==> config.mk <==
export PLATFORM = sky130hd
export DESIGN_NAME = uart_rx
export DESIGN_NICKNAME = d
export VERILOG_FILES = /design/src/rtl/uart_rx.sv
export SDC_FILE = /design/constraint.sdc
export NUM_CORES = 1
export LEC_CHECK = 0
export CAP_MARGIN = 20
export CORE_AREA = 2 2 82 84
export CTS_CLUSTER_SIZE = 8
export DETAILED_ROUTE_END_ITERATION = 8
export DIE_AREA = 0 0 84 86
export MAX_ROUTING_LAYER = met4
export PLACE_DENSITY = 0.76
export REMOVE_ABC_BUFFERS = 1
export SYNTH_ARGS = -nofsm -noshare
export SYNTH_HDL_FRONTEND = slang
export SYNTH_SLANG_ARGS = --single-unit
export TNS_END_PERCENT = 1
==> constraint.sdc <==
create_clock -name clk -period 3.9 [get_ports clk]
set_clock_uncertainty 0.05 [all_clocks]
set_input_delay 0.78 -clock clk [delete_from_list [all_inputs] [get_ports clk]]
set_output_delay 0.78 -clock clk [all_outputs]
set_load 0.03 [all_outputs]
==> src/rtl/uart_rx.sv <==
// 8N1 UART receiver: 16x oversampling with mid-bit sampling, first-word-fall-through
// receive FIFO, and sticky framing/overrun flags.
module uart_rx #(
    parameter int CLK_HZ  = 100_000_000,
    parameter int BAUD    = 115_200,
    parameter int FIFO_AW = 2
) (
    input  logic               clk,
    input  logic               rst,
    input  logic               rx_pin,
    input  logic               rd_en,
    input  logic               err_clr,
    output logic [7:0]         rx_byte,
    output logic               rx_empty,
    output logic [FIFO_AW:0]   rx_count,
    output logic               busy,
    output logic               frame_err,
    output logic               overrun
);

    localparam int DIV   = CLK_HZ / (BAUD * 16);
    localparam int CW    = (DIV > 1) ? $clog2(DIV) : 1;
    localparam int DEPTH = 1 << FIFO_AW;
    localparam logic [CW-1:0]    TICK_LAST = CW'(DIV - 1);
    localparam logic [FIFO_AW:0] DEPTH_CNT = (FIFO_AW + 1)'(DEPTH);

    typedef enum logic [2:0] {
        IDLE,
        START,
        DATA,
        STOP,
        BRK
    } state_t;

    state_t             state;
    logic               rx_meta;
    logic               rxs;
    logic [CW-1:0]      tick_cnt;
    logic               tick;
    logic [3:0]         s_cnt;
    logic [2:0]         bit_idx;
    logic [7:0]         shreg;
    logic               shift_en;
    logic               stop_tick;
    logic               push;
    logic               frame_evt;
    logic [7:0]         mem [DEPTH];
    logic [FIFO_AW:0]   wr_ptr;
    logic [FIFO_AW:0]   rd_ptr;
    logic               full;
    logic               pop;
    logic               wr_ok;
    logic               ovr_evt;

    always_ff @(posedge clk or negedge rst) begin
        if (!rst) begin
            rx_meta <= 1'b1;
            rxs     <= 1'b1;
        end else begin
            rx_meta <= rx_pin;
            rxs     <= rx_meta;
        end
    end

    // Held at zero while idle so the first tick lands DIV cycles after the start edge.
    always_ff @(posedge clk or negedge rst) begin
        if (!rst) begin
            tick_cnt <= '0;
        end else if (state == IDLE || tick) begin
            tick_cnt <= '0;
        end else begin
            tick_cnt <= tick_cnt + 1'b1;
        end
    end

    assign tick = (tick_cnt == TICK_LAST);

    always_ff @(posedge clk or negedge rst) begin
        if (!rst) begin
            state   <= IDLE;
            s_cnt   <= 4'd0;
            bit_idx <= 3'd0;
            busy    <= 1'b0;
        end else begin
            case (state)
                IDLE: begin
                    if (!rxs) begin
                        state <= START;
                        s_cnt <= 4'd0;
                        busy  <= 1'b1;
                    end
                end
                START: begin
                    if (tick) begin
                        if (s_cnt == 4'd7) begin
                            s_cnt <= 4'd0;
                            if (rxs) begin
                                state <= IDLE;
                                busy  <= 1'b0;
                            end else begin
                                state   <= DATA;
                                bit_idx <= 3'd0;
                            end
                        end else begin
                            s_cnt <= s_cnt + 4'd1;
                        end
                    end
                end
                DATA: begin
                    if (tick) begin
                        s_cnt <= s_cnt + 4'd1;
                        if (s_cnt == 4'd15) begin
                            bit_idx <= bit_idx + 3'd1;
                            if (bit_idx == 3'd7) begin
                                state <= STOP;
                            end
                        end
                    end
                end
                STOP: begin
                    if (tick) begin
                        s_cnt <= s_cnt + 4'd1;
                        if (s_cnt == 4'd15) begin
                            state <= rxs ? IDLE : BRK;
                            busy  <= !rxs;
                        end
                    end
                end
                BRK: begin
                    if (rxs) begin
                        state <= IDLE;
                        busy  <= 1'b0;
                    end
                end
                default: begin
                    state <= IDLE;
                    busy  <= 1'b0;
                end
            endcase
        end
    end

    assign shift_en  = (state == DATA) && tick && (s_cnt == 4'd15);
    assign stop_tick = (state == STOP) && tick && (s_cnt == 4'd15);
    assign push      = stop_tick && rxs;
    assign frame_evt = stop_tick && !rxs;

    always_ff @(posedge clk) begin
        if (shift_en) begin
            shreg <= {rxs, shreg[7:1]};
        end
    end

    assign rx_count = wr_ptr - rd_ptr;
    assign rx_empty = (rx_count == '0);
    assign full     = (rx_count == DEPTH_CNT);
    assign pop      = rd_en && !rx_empty;
    // A pop in the same cycle frees the head slot, so a full FIFO still accepts the byte.
    assign wr_ok    = push && (!full || pop);
    assign ovr_evt  = push && full && !pop;

    always_ff @(posedge clk) begin
        if (wr_ok) begin
            mem[wr_ptr[FIFO_AW-1:0]] <= shreg;
        end
    end

    always_ff @(posedge clk or negedge rst) begin
        if (!rst) begin
            wr_ptr <= '0;
            rd_ptr <= '0;
        end else begin
            if (wr_ok) begin
                wr_ptr <= wr_ptr + 1'b1;
            end
            if (pop) begin
                rd_ptr <= rd_ptr + 1'b1;
            end
        end
    end

    assign rx_byte = rx_empty ? 8'h00 : mem[rd_ptr[FIFO_AW-1:0]];

    always_ff @(posedge clk or negedge rst) begin
        if (!rst) begin
            frame_err <= 1'b0;
            overrun   <= 1'b0;
        end else begin
            if (frame_evt) begin
                frame_err <= 1'b1;
            end else if (err_clr) begin
                frame_err <= 1'b0;
            end
            if (ovr_evt) begin
                overrun <= 1'b1;
            end else if (err_clr) begin
                overrun <= 1'b0;
            end
        end
    end

endmodule
==> metrics.csv <==
stage;metric;value;unit
finish;diodes;0;
critical_path;cpLargestDelayFamily;buffers and inverters;
status;status;finished clean;
timing;tightest_slew;0.7018;ns
floorplan;pin_count;20;
global_route;antenna_found_initial;0;
power_and_ir_drop;power.density;542.9;nW/um^2
timing;grt_setup_unrepaired;false;
critical_path;crit_path_end_kind;primary output;
clock_network;clock_latency;0.34;ns
critical_path;cpPeakStageDelay;0.68;ns
placement;dpl_cell_area;3342;um^2
synthesis;netlist_area;3063;um^2
finish;layout.nets;262;
synthesis;synth_commonest_cells;edfxtp_1, dfrtp_1, nor2_1;
detailed_routing;final_antenna_net_count;0;
critical_path;cp_max_fo;9;
critical_path;cp_slowest_cell;clkdlybuf4s50_1;
global_route;grt_usage;15.54;%
synthesis;synth.most_common_cell;edfxtp_1;
clock_network;cts_buffer_depth;2;
synthesis;yosys.cell_types.count;52;
floorplan;dieWidth;84;um
hold_path;hold_class;flop to flop;
synthesis;async_flop_share;40.30;%
critical_path;start_kind;flop;
timing;relSlewSlack;52.81;%
timing;fmax;276.0;MHz
placement;pre_cts_slack;0.6410;ns
finish;syn_to_final_growth;15.36;%
clock_network;htree_levels;3;
synthesis;synthTopCellsByArea;edfxtp_1, dfrtp_1, mux4_2;
floorplan;start_util;48.79;%
global_route;grt_max_degree;28;
timing;drv_slew;0;
critical_path;required;3.07;ns
critical_path;path_class;flop to primary output;
global_route;use_met1;19.03;%
floorplan;die_area;7224;um^2
synthesis;ys_warn_count;0;
critical_path;path_buf_inv;4;
detailed_routing;routedWlPerCell;15.20;um
timing;fin_setup_tns;0;ns
placement;gp_congestion;0.7694;
power_and_ir_drop;ir_worst_vdd;0.0003872;V
detailed_routing;drt_iter0_drc;65;
detailed_routing;first_pass_iters;4;
floorplan;dieHeight;86;um
placement;hpwlAfterDp;3392;um
timing;setup_viol;0;
floorplan;core_area;6277;um^2
clock_network;path_clk_slew;0.07;ns
critical_path;arrival;2.79;ns
finish;fin_area;3533;um^2
clock_network;numCtsBuffers;9;
clock_network;hold_buffers;0;
run;cap_violations;0;
synthesis;synth_largest_area_cell;edfxtp_1;
detailed_routing;routed_wirelength;4939;um
finish;drive_gt1_share;16.53;%
timing;whs;0.3067;ns
synthesis;yosysSeqAreaShare;61.36;%
synthesis;synth_cells;218;
global_route;grt_use_met2;23.93;%
detailed_routing;via_per_inst;5.428;
clock_network;tritoncts;yes;
synthesis;synth_top_area_share;39.22;%
timing;hold_violations;0;
global_route;overflow;0;
critical_path;path_cells;inv_1 > ha_1 > fa_1 > xnor3_1 > inv_1 > nor2_1 > buf_4 > nor2b_1 > clkdlybuf4s50_1;
synthesis;synth_ff_type;edfxtp_1;
timing;period_share;92.91;%
placement;port_buffers;19;
clock_network;cts_setup_buffers;0;
detailed_routing;vias;1764;
timing;fin_ws;0.2765;ns
synthesis;synth-seq-cells;67;
clock_network;post_cts_resize_count;0;
global_route;grt_first_pass_wirelength;8266;um
critical_path;path_common_cell;inv_1;
global_route;grt_pass1_vias;1748;
power_and_ir_drop;power_leakage;0.001344;uW
clock_network;cts_root_buffer;clkbuf_8;
detailed_routing;route.detailed.drc;0;
synthesis;synth_edf_count;40;
floorplan;row_count;29;
clock_network;numClockSinks;67;
global_route;gr-max-usage-layer;met2;
timing;min_period;3.624;ns
synthesis;syn_avg_cell_area;14.05;um^2
global_route;grt.met3_usage;6.160;%
==> logic make-up (layout without fill, tap and decap cells) <==
group                      count (synthesis)  in the layout  synth area share (%)
AOI/OAI and AO/OA                         23             23                 5.107
buffers and inverters                     21             51                 2.696
xor gates and xnor gates                  10             10                 3.554
muxes                                     13             13                 7.639
DFF                                       67             67                 61.36
and+or+nand+nor                           71             71                 14.09
adders and majority gates                 13             13                 5.555
==> cells in the final DEF (no fill, tap or decap), drive strengths merged, types with 3 or more instances in the layout <==
cell type      instances
dfrtp                 25
nand4b                 3
nand2                 10
ha                    12
inv                   14
nor3                   6
xor2                   4
and3                   5
o21ai                  6
mux2                   3
edfxtp                40
nand3                  7
xnor2                  5
mux4                   8
nand2b                 4
clkdlybuf4s50         19
clkinv                 3
nand3b                 3
a21oi                  4
clkbuf                 9
nor2                  15
nor2b                  8
buf                    3
==> flip-flops by register name, indices dropped and copies added, names as in the netlist <==
| signal | count |
|---|---|
| shreg | 8 |
| overrun | 1 |
| busy | 1 |
| bit_idx | 3 |
| rxs | 1 |
| rx_meta | 1 |
| rd_ptr | 3 |
| state | 3 |
| wr_ptr | 3 |
| mem | 32 |
| tick_cnt | 6 |
| s_cnt | 4 |
| frame_err | 1 |
==> worst register-to-register path, stage by stage (launching register included) <==
cell     delay (ns)
dfrtp_1        0.37
inv_1          0.11
ha_1           0.23
fa_1           0.42
xnor3_1        0.21
or3_4          0.42
and3_2         0.31
==> power breakdown <==
group | total [uW] | switching (uW) | internal (uW) | leakage (uW)
Clock | 554 | 262 | 292 | 0.0000913
Combinational | 566 | 289 | 278 | 0.000560
Sequential | 797 | 34.3 | 763 | 0.000693
==> layout make-up <==
cell class | count | area (um^2)
clock buffers | 9 | 123.9
fillers | 505 | 2744
multi-input cells | 130 | 1101
well taps | 77 | 96.34
flip-flops and latches | 67 | 1879
repair buffers | 22 | 212.7
clock inverters | 6 | 67.56
inverters | 14 | 52.55
==> path summary, 6_finish.rpt <==
kind                                             from  cells past startpoint  slack (ns)                   to
min in group asynchronous                         rst                      2        0.76     busy$_DFFE_PN0P_
worst min register to register      rx_meta$_DFF_PN1_                      0        0.31        rxs$_DFF_PN1_
max in group asynchronous                         rst                      2        2.74        rxs$_DFF_PN1_
worst max-delay path            wr_ptr[0]$_DFFE_PN0P_                      9        0.28           rx_byte[2]
worst max register to register  wr_ptr[0]$_DFFE_PN0P_                      6        1.51  mem[0][0]$_DFFE_PP_
worst min-delay path                rx_meta$_DFF_PN1_                      0        0.31        rxs$_DFF_PN1_
==> metrics by stage <==
step	util (%)	std cells	total power [uW]
floorplan	-	211	1169
global placement	53.24	310	1375
detailed placement	53.24	310	1387
CTS	56.29	325	1942
global route	56.29	325	2004
finish	56.29	325	1918
==> layer usage <==
metal | vias up | part of all wire [%] | routed length (um)
met5 | - | 0 | 0
met4 | 0 | 0.99 | 49
met3 | 7 | 3.6 | 178
met2 | 32 | 49 | 2432
met1 | 873 | 46 | 2279
li1 | 852 | - | -
Power figures use the tool's default switching activity.
